**config.mk**
```make
export PLATFORM = sky130hd
export DESIGN_NAME = gcm_auth_engine
export DESIGN_NICKNAME = d
export VERILOG_FILES = /design/src/rtl/gcm_auth_engine.sv
export SDC_FILE = /design/constraint.sdc
export NUM_CORES = 2
export LEC_CHECK = 0
export ABC_AREA = 1
export CAP_MARGIN = 0
export CORE_MARGIN = 1
export CORE_UTILIZATION = 48
export DETAILED_ROUTE_END_ITERATION = 6
export GPL_ROUTABILITY_DRIVEN = 0
export GPL_TIMING_DRIVEN = 1
export PLACE_DENSITY = 0.78
export SETUP_SLACK_MARGIN = 0.4
export SLEW_MARGIN = 20
export SYNTH_ARGS = -nofsm -noshare
export SYNTH_HDL_FRONTEND = slang
export SYNTH_SLANG_ARGS = --single-unit
```
**constraint.sdc**
```tcl
create_clock -name clk -period 40.8 [get_ports clk]
set_input_delay 4.08 -clock clk [delete_from_list [all_inputs] [get_ports clk]]
set_output_delay 4.08 -clock clk [all_outputs]
set_load 0.05 [all_outputs]
```
**src/rtl/gcm_auth_engine.sv**
```systemverilog
// GHASH/tag engine for AES-GCM: absorbs AD/CT blocks, multiplies digit-serially by H
// in GF(2^128), appends the length block and emits the tag or a tag-match flag.
module gcm_auth_engine #(
    parameter int unsigned DIGIT_W = 1
) (
    input  logic         clk,
    input  logic         reset,
    input  logic         start,
    input  logic [127:0] h_key,
    input  logic [127:0] ek_y0,
    input  logic         decrypt,
    input  logic [127:0] exp_tag,
    input  logic [127:0] blk_data,
    input  logic         blk_type,
    input  logic [4:0]   blk_bytes,
    input  logic         blk_last,
    input  logic         blk_valid,
    output logic         blk_ready,
    output logic         busy,
    output logic         done,
    output logic [127:0] auth_tag,
    output logic         tag_ok,
    output logic         seq_err
);
    localparam int unsigned BLK_W = 128;
    localparam int unsigned LEN_W = 64;
    localparam int unsigned M_CYC = BLK_W / DIGIT_W;
    localparam int unsigned CNT_W = (M_CYC > 1) ? $clog2(M_CYC) : 1;
    localparam logic [BLK_W-1:0] R_POLY = {8'he1, 120'h0};

    typedef enum logic [2:0] {IDLE, ACCEPT, MUL, LEN, FIN} state_e;

    state_e           state_q, state_d;
    logic [BLK_W-1:0] x_q, x_d, z_q, z_d, v_q, v_d, op_q, op_d;
    logic [BLK_W-1:0] h_q, h_d, ek_q, ek_d, exp_q, exp_d, tag_q, tag_d;
    logic [LEN_W-1:0] len_a_q, len_a_d, len_c_q, len_c_d;
    logic [CNT_W-1:0] cnt_q, cnt_d;
    logic             last_q, last_d, dec_q, dec_d, ct_seen_q, ct_seen_d;
    logic             seq_err_q, seq_err_d, done_q, done_d, tag_ok_q, tag_ok_d;
    logic             ready_q, ready_d, busy_q, busy_d;

    logic [BLK_W-1:0] z_step, v_step, op_step, mask_c, fin_tag_c;
    logic [4:0]       nb_c;
    logic [LEN_W-1:0] len_inc_c;
    logic             mul_end_c;

    // One digit of the shift-and-add multiply: operand bits MSB first.
    always_comb begin : digit_step
        z_step  = z_q;
        v_step  = v_q;
        op_step = op_q;
        for (int unsigned i = 0; i < DIGIT_W; i++) begin
            if (op_step[BLK_W-1]) begin
                z_step = z_step ^ v_step;
            end
            v_step  = {1'b0, v_step[BLK_W-1:1]} ^ (v_step[0] ? R_POLY : '0);
            op_step = {op_step[BLK_W-2:0], 1'b0};
        end
    end

    assign nb_c      = (blk_bytes > 5'd16) ? 5'd16 : blk_bytes;
    assign mask_c    = ~({BLK_W{1'b1}} >> {nb_c, 3'b000});
    assign len_inc_c = LEN_W'({nb_c, 3'b000});
    assign mul_end_c = (cnt_q == CNT_W'(M_CYC - 1));
    assign fin_tag_c = z_step ^ ek_q;

    always_comb begin : next_state
        state_d   = state_q;
        x_d       = x_q;
        z_d       = z_q;
        v_d       = v_q;
        op_d      = op_q;
        cnt_d     = cnt_q;
        len_a_d   = len_a_q;
        len_c_d   = len_c_q;
        last_d    = last_q;
        ct_seen_d = ct_seen_q;
        seq_err_d = seq_err_q;
        h_d       = h_q;
        ek_d      = ek_q;
        dec_d     = dec_q;
        exp_d     = exp_q;
        tag_d     = tag_q;
        tag_ok_d  = tag_ok_q;
        done_d    = 1'b0;

        unique case (state_q)
            IDLE: ;
            ACCEPT: begin
                if (blk_valid) begin
                    if (!blk_type && ct_seen_q) begin
                        // Misordered AD: consumed, never absorbed, last still honoured.
                        seq_err_d = 1'b1;
                        if (blk_last) begin
                            state_d = LEN;
                            op_d    = x_q ^ {len_a_q, len_c_q};
                            v_d     = h_q;
                            z_d     = '0;
                            cnt_d   = '0;
                        end
                    end else begin
                        if (blk_type) begin
                            ct_seen_d = 1'b1;
                        end
                        if (nb_c != 5'd0) begin
                            state_d = MUL;
                            op_d    = x_q ^ (blk_data & mask_c);
                            v_d     = h_q;
                            z_d     = '0;
                            cnt_d   = '0;
                            last_d  = blk_last;
                            if (blk_type) begin
                                len_c_d = len_c_q + len_inc_c;
                            end else begin
                                len_a_d = len_a_q + len_inc_c;
                            end
                        end else if (blk_last) begin
                            state_d = LEN;
                            op_d    = x_q ^ {len_a_q, len_c_q};
                            v_d     = h_q;
                            z_d     = '0;
                            cnt_d   = '0;
                        end
                    end
                end
            end
            MUL: begin
                z_d   = z_step;
                v_d   = v_step;
                op_d  = op_step;
                cnt_d = cnt_q + CNT_W'(1);
                if (mul_end_c) begin
                    x_d = z_step;
                    if (last_q) begin
                        state_d = LEN;
                        op_d    = z_step ^ {len_a_q, len_c_q};
                        v_d     = h_q;
                        z_d     = '0;
                        cnt_d   = '0;
                    end else begin
                        state_d = ACCEPT;
                    end
                end
            end
            LEN: begin
                z_d   = z_step;
                v_d   = v_step;
                op_d  = op_step;
                cnt_d = cnt_q + CNT_W'(1);
                if (mul_end_c) begin
                    x_d      = z_step;
                    tag_d    = fin_tag_c;
                    tag_ok_d = dec_q && (fin_tag_c == exp_q);
                    done_d   = 1'b1;
                    state_d  = FIN;
                end
            end
            FIN:     state_d = IDLE;
            default: state_d = IDLE;
        endcase

        // Start aborts whatever is in flight, including a coincident block.
        if (start) begin
            state_d   = ACCEPT;
            x_d       = '0;
            len_a_d   = '0;
            len_c_d   = '0;
            last_d    = 1'b0;
            ct_seen_d = 1'b0;
            seq_err_d = 1'b0;
            h_d       = h_key;
            ek_d      = ek_y0;
            dec_d     = decrypt;
            exp_d     = exp_tag;
            tag_d     = tag_q;
            tag_ok_d  = tag_ok_q;
            done_d    = 1'b0;
        end

        ready_d = (state_d == ACCEPT);
        busy_d  = (state_d != IDLE);
    end

    always_ff @(posedge clk or posedge reset) begin
        if (reset) begin
            state_q   <= IDLE;
            x_q       <= '0;
            z_q       <= '0;
            v_q       <= '0;
            op_q      <= '0;
            cnt_q     <= '0;
            len_a_q   <= '0;
            len_c_q   <= '0;
            last_q    <= 1'b0;
            ct_seen_q <= 1'b0;
            seq_err_q <= 1'b0;
            h_q       <= '0;
            ek_q      <= '0;
            dec_q     <= 1'b0;
            exp_q     <= '0;
            tag_q     <= '0;
            tag_ok_q  <= 1'b0;
            done_q    <= 1'b0;
            ready_q   <= 1'b0;
            busy_q    <= 1'b0;
        end else begin
            state_q   <= state_d;
            x_q       <= x_d;
            z_q       <= z_d;
            v_q       <= v_d;
            op_q      <= op_d;
            cnt_q     <= cnt_d;
            len_a_q   <= len_a_d;
            len_c_q   <= len_c_d;
            last_q    <= last_d;
            ct_seen_q <= ct_seen_d;
            seq_err_q <= seq_err_d;
            h_q       <= h_d;
            ek_q      <= ek_d;
            dec_q     <= dec_d;
            exp_q     <= exp_d;
            tag_q     <= tag_d;
            tag_ok_q  <= tag_ok_d;
            done_q    <= done_d;
            ready_q   <= ready_d;
            busy_q    <= busy_d;
        end
    end

    assign blk_ready = ready_q;
    assign busy      = busy_q;
    assign done      = done_q;
    assign auth_tag  = tag_q;
    assign tag_ok    = tag_ok_q;
    assign seq_err   = seq_err_q;

endmodule

```
==> results_dict.tcl <==
set metrics [dict create \
    status "finished clean" \
    ios 657 \
    die_h_um 360.0 \
    clockBufferDepth 3 \
    vias_per_cell 5.989 \
    cp_top_family "buffers and inverters" \
    wire_per_inst_um 22.05 \
    ys_top_cells_by_count "2155 x nand2_1, 1164 x dfrtp_1, 935 x inv_1, 655 x o21ai_0, 652 x nand3_1" \
    synthCells 7926 \
    place_ws_ps 31630 \
    cts_resized 0 \
    grt_pass1_wl_um 340000 \
    critPathMaxStageDelay_ps 1140 \
    wl_um 222900 \
    final_cells 10110 \
    fin_crit_ps 8737 \
    num_vias 60520 \
    worstSetupEndpointType "flop" \
    yosys.area.top_type_share_pct 47.36 \
    fp.dieW_um 360.0 \
    portBuffers 656 \
    max_freq_ghz 0.1145 \
    placed_cells 9861 \
    start_util_pct 48.67 \
    cp.arrival_ps 9370 \
    n_fill_cell 10920 \
    cts_hold_buf 0 \
    peakVddDrop_v 0.00003998 \
    ys_warn_count 0 \
    worst_setup_path_start_kind "input port" \
    fin_tns_setup_ps 0 \
    power.total_w 0.003802 \
    grt_max_degree 221 \
    coreArea_mm2 0.1264 \
    cp.required_ps 41440 \
    finalSetupViolCount 0 \
    crit_chain "clkdlybuf4s50_1 -> nor2_4 -> nand2_4 -> nand2_4 -> nand2_2 -> buf_4 -> inv_2 -> nor2_1 -> inv_2 -> nand2_4 -> buf_4 -> a22oi_1 -> o21ai_0" \
    drt_iter0_drc 8089 \
    post-route-util_pct 57.97 \
    die-area_mm2 0.1296 \
    drv_cap 0 \
    ant_nets 0 \
    skew_ps 26.71 \
    synth_edf_count 0 \
    root_buffer "clkbuf_16" \
    firstDrtPassIters 7 \
    rsz0062_at_grt "false" \
    area_growth_syn_to_layout_pct 19.12 \
    synth_area_mm2 0.06151 \
    drive_gt1_share_pct 3.931 \
    post_cts_buffers 0 \
    netlist_top_cells_area "dfrtp_1 47%, nand2_1 13%, inv_1 5.7%" \
    finalWorstSetupSlack_ps 32060 \
    cts_tree "yes" \
    ys.flop_type "dfrtp_1" \
    slew_viol_final 0 \
    synth-seq-cells 1164 \
    grtUsageTotal_pct 33.72 \
    syn_avg_cell_area_um2 7.760 \
    syn_nets 8463 \
    fin_nets 8881 \
    seq_area_frac_synth_pct 47.36 \
    hpwl_um 157000 \
    crit_fanout 79 \
    worstSkewPairLatency_ps 770 \
    synth_top_area_cell "dfrtp_1" \
    path_class "in -> reg" \
    drc 0 \
    synth_cell_types 59 \
    tightest_slew_ps 1223 \
    slew_headroom_pct 18.49 \
    synthArstFlopShare_pct 100.0 \
    cts_max_level 4 \
    cp.buffers_inverters 5 \
    clk_pin_slew_ps 60 \
    timing.final.crit_share_pct 21.41 \
    hold_path.class "reg -> reg" \
    powerDensity_mw_per_mm2 51.89 \
    grt_overflow 0 \
    power_leakage_nw 34.21 \
    antenna_found_initial 23 \
    hold_viol_final 0 \
    grt_pass1_vias 58020 \
    crit_path_frequent_cell "nand2_4" \
    yosysMostFrequentCell "nand2_1" \
    clkSinkCount 1164 \
    cts_buffers 130 \
    num_rows 130 \
    critPathSlowestCell "clkdlybuf4s50_1" \
]
## flip-flops by register name, summed over array words and instances, names as in the netlist, 61 cells and up
| register | count |
|---|---|
| x_q | 128 |
| v_q | 128 |
| auth_tag | 128 |
| h_q | 128 |
| exp_q | 128 |
| op_q | 128 |
| len_a_q | 61 |
| z_q | 128 |
| ek_q | 128 |
| len_c_q | 61 |
## layout by cell type, fill, tap and decap left out, drive strengths merged, types with 8 or more instances in the layout
cell type,Yosys,final
a21oi,282,282
a221oi,22,22
a22oi,135,135
a32oi,11,11
buf,169,63
clkbuf,263,198
clkdlybuf4s50,0,655
clkinv,3,21
dfrtp,1164,1164
diode,0,9
ha,11,11
inv,953,961
nand2,2161,2161
nand3,652,652
nand4,73,73
nor2,356,356
nor3,80,80
nor4,11,11
o2111ai,48,48
o211a,8,8
o21ai,776,776
o21bai,20,20
o221ai,76,76
o22ai,283,283
or2,12,12
xnor2,64,64
xnor3,13,13
xor2,212,212
## metrics by stage
stage	hold WS, ps	cell area [µm²]
after CTS	473.8	73200
after global placement	455.3	68860
final	472.5	73270
after detailed placement	458.8	68860
after floorplan	437.3	61510
after global routing	484.6	73260
## worst register-to-register path, stage by stage (launching register included)
cell,delay [ps]
dfrtp_1,400
ha_1,240
nand2_1,90
nor2_2,60
nand2_2,110
nor2_4,60
nand2_1,300
nand2_4,440
inv_6,550
buf_4,900
buf_4,800
a22oi_1,360
o21ai_0,350
## worst paths after layout
kind	start	end	slack (ps)	depth (start not counted)
min in group asynchronous	reset	auth_tag[0]	3880	2
setup reg to reg	cnt_q[0]	v_q[115]	36030	12
setup / recovery	blk_bytes[4]	v_q[115]	32060	13
max in group asynchronous	reset	x_q[112]	33720	5
hold reg to reg	h_q[87]	h_q[87]	470	2
hold / removal	h_q[87]	h_q[87]	470	2
## metal layers
metal  track usage, %  wire (µm)  part of all wire, %
met1            45.13      87970                   39
met2            50.07      97000                   44
met3            9.959      26740                   12
met4            16.00      10950                  4.9
met5                0        200                0.090
## power by group
part | switching [W] | internal, W
Clock | 0.000501 | 0.000705
Combinational | 0.000772 | 0.000345
Sequential | 0.000147 | 0.00133
Total | 0.00142 | 0.00238
## layout make-up
type	count	area [µm²]	area share [%]
antenna	9	22.52	0.03074
multi-input combinational	5374	27000	36.86
sequential	1164	29130	39.76
tap	1650	2064	2.818
inverter	956	3617	4.937
clock inverter	36	447.9	0.6114
timing repair buffer	718	7093	9.681
clock buffer	198	3886	5.304
## logic make-up after synthesis
group	synth area share, %
flip-flops	47.36
AND/OR/NAND/NOR	22.64
AO/OA/AOI/OAI	16.44
XOR/XNOR	4.406
buffers and inverters	8.870
adder cells (fa/ha/maj)	0.2889
Note: power is estimated with default switching activity, not from simulation.
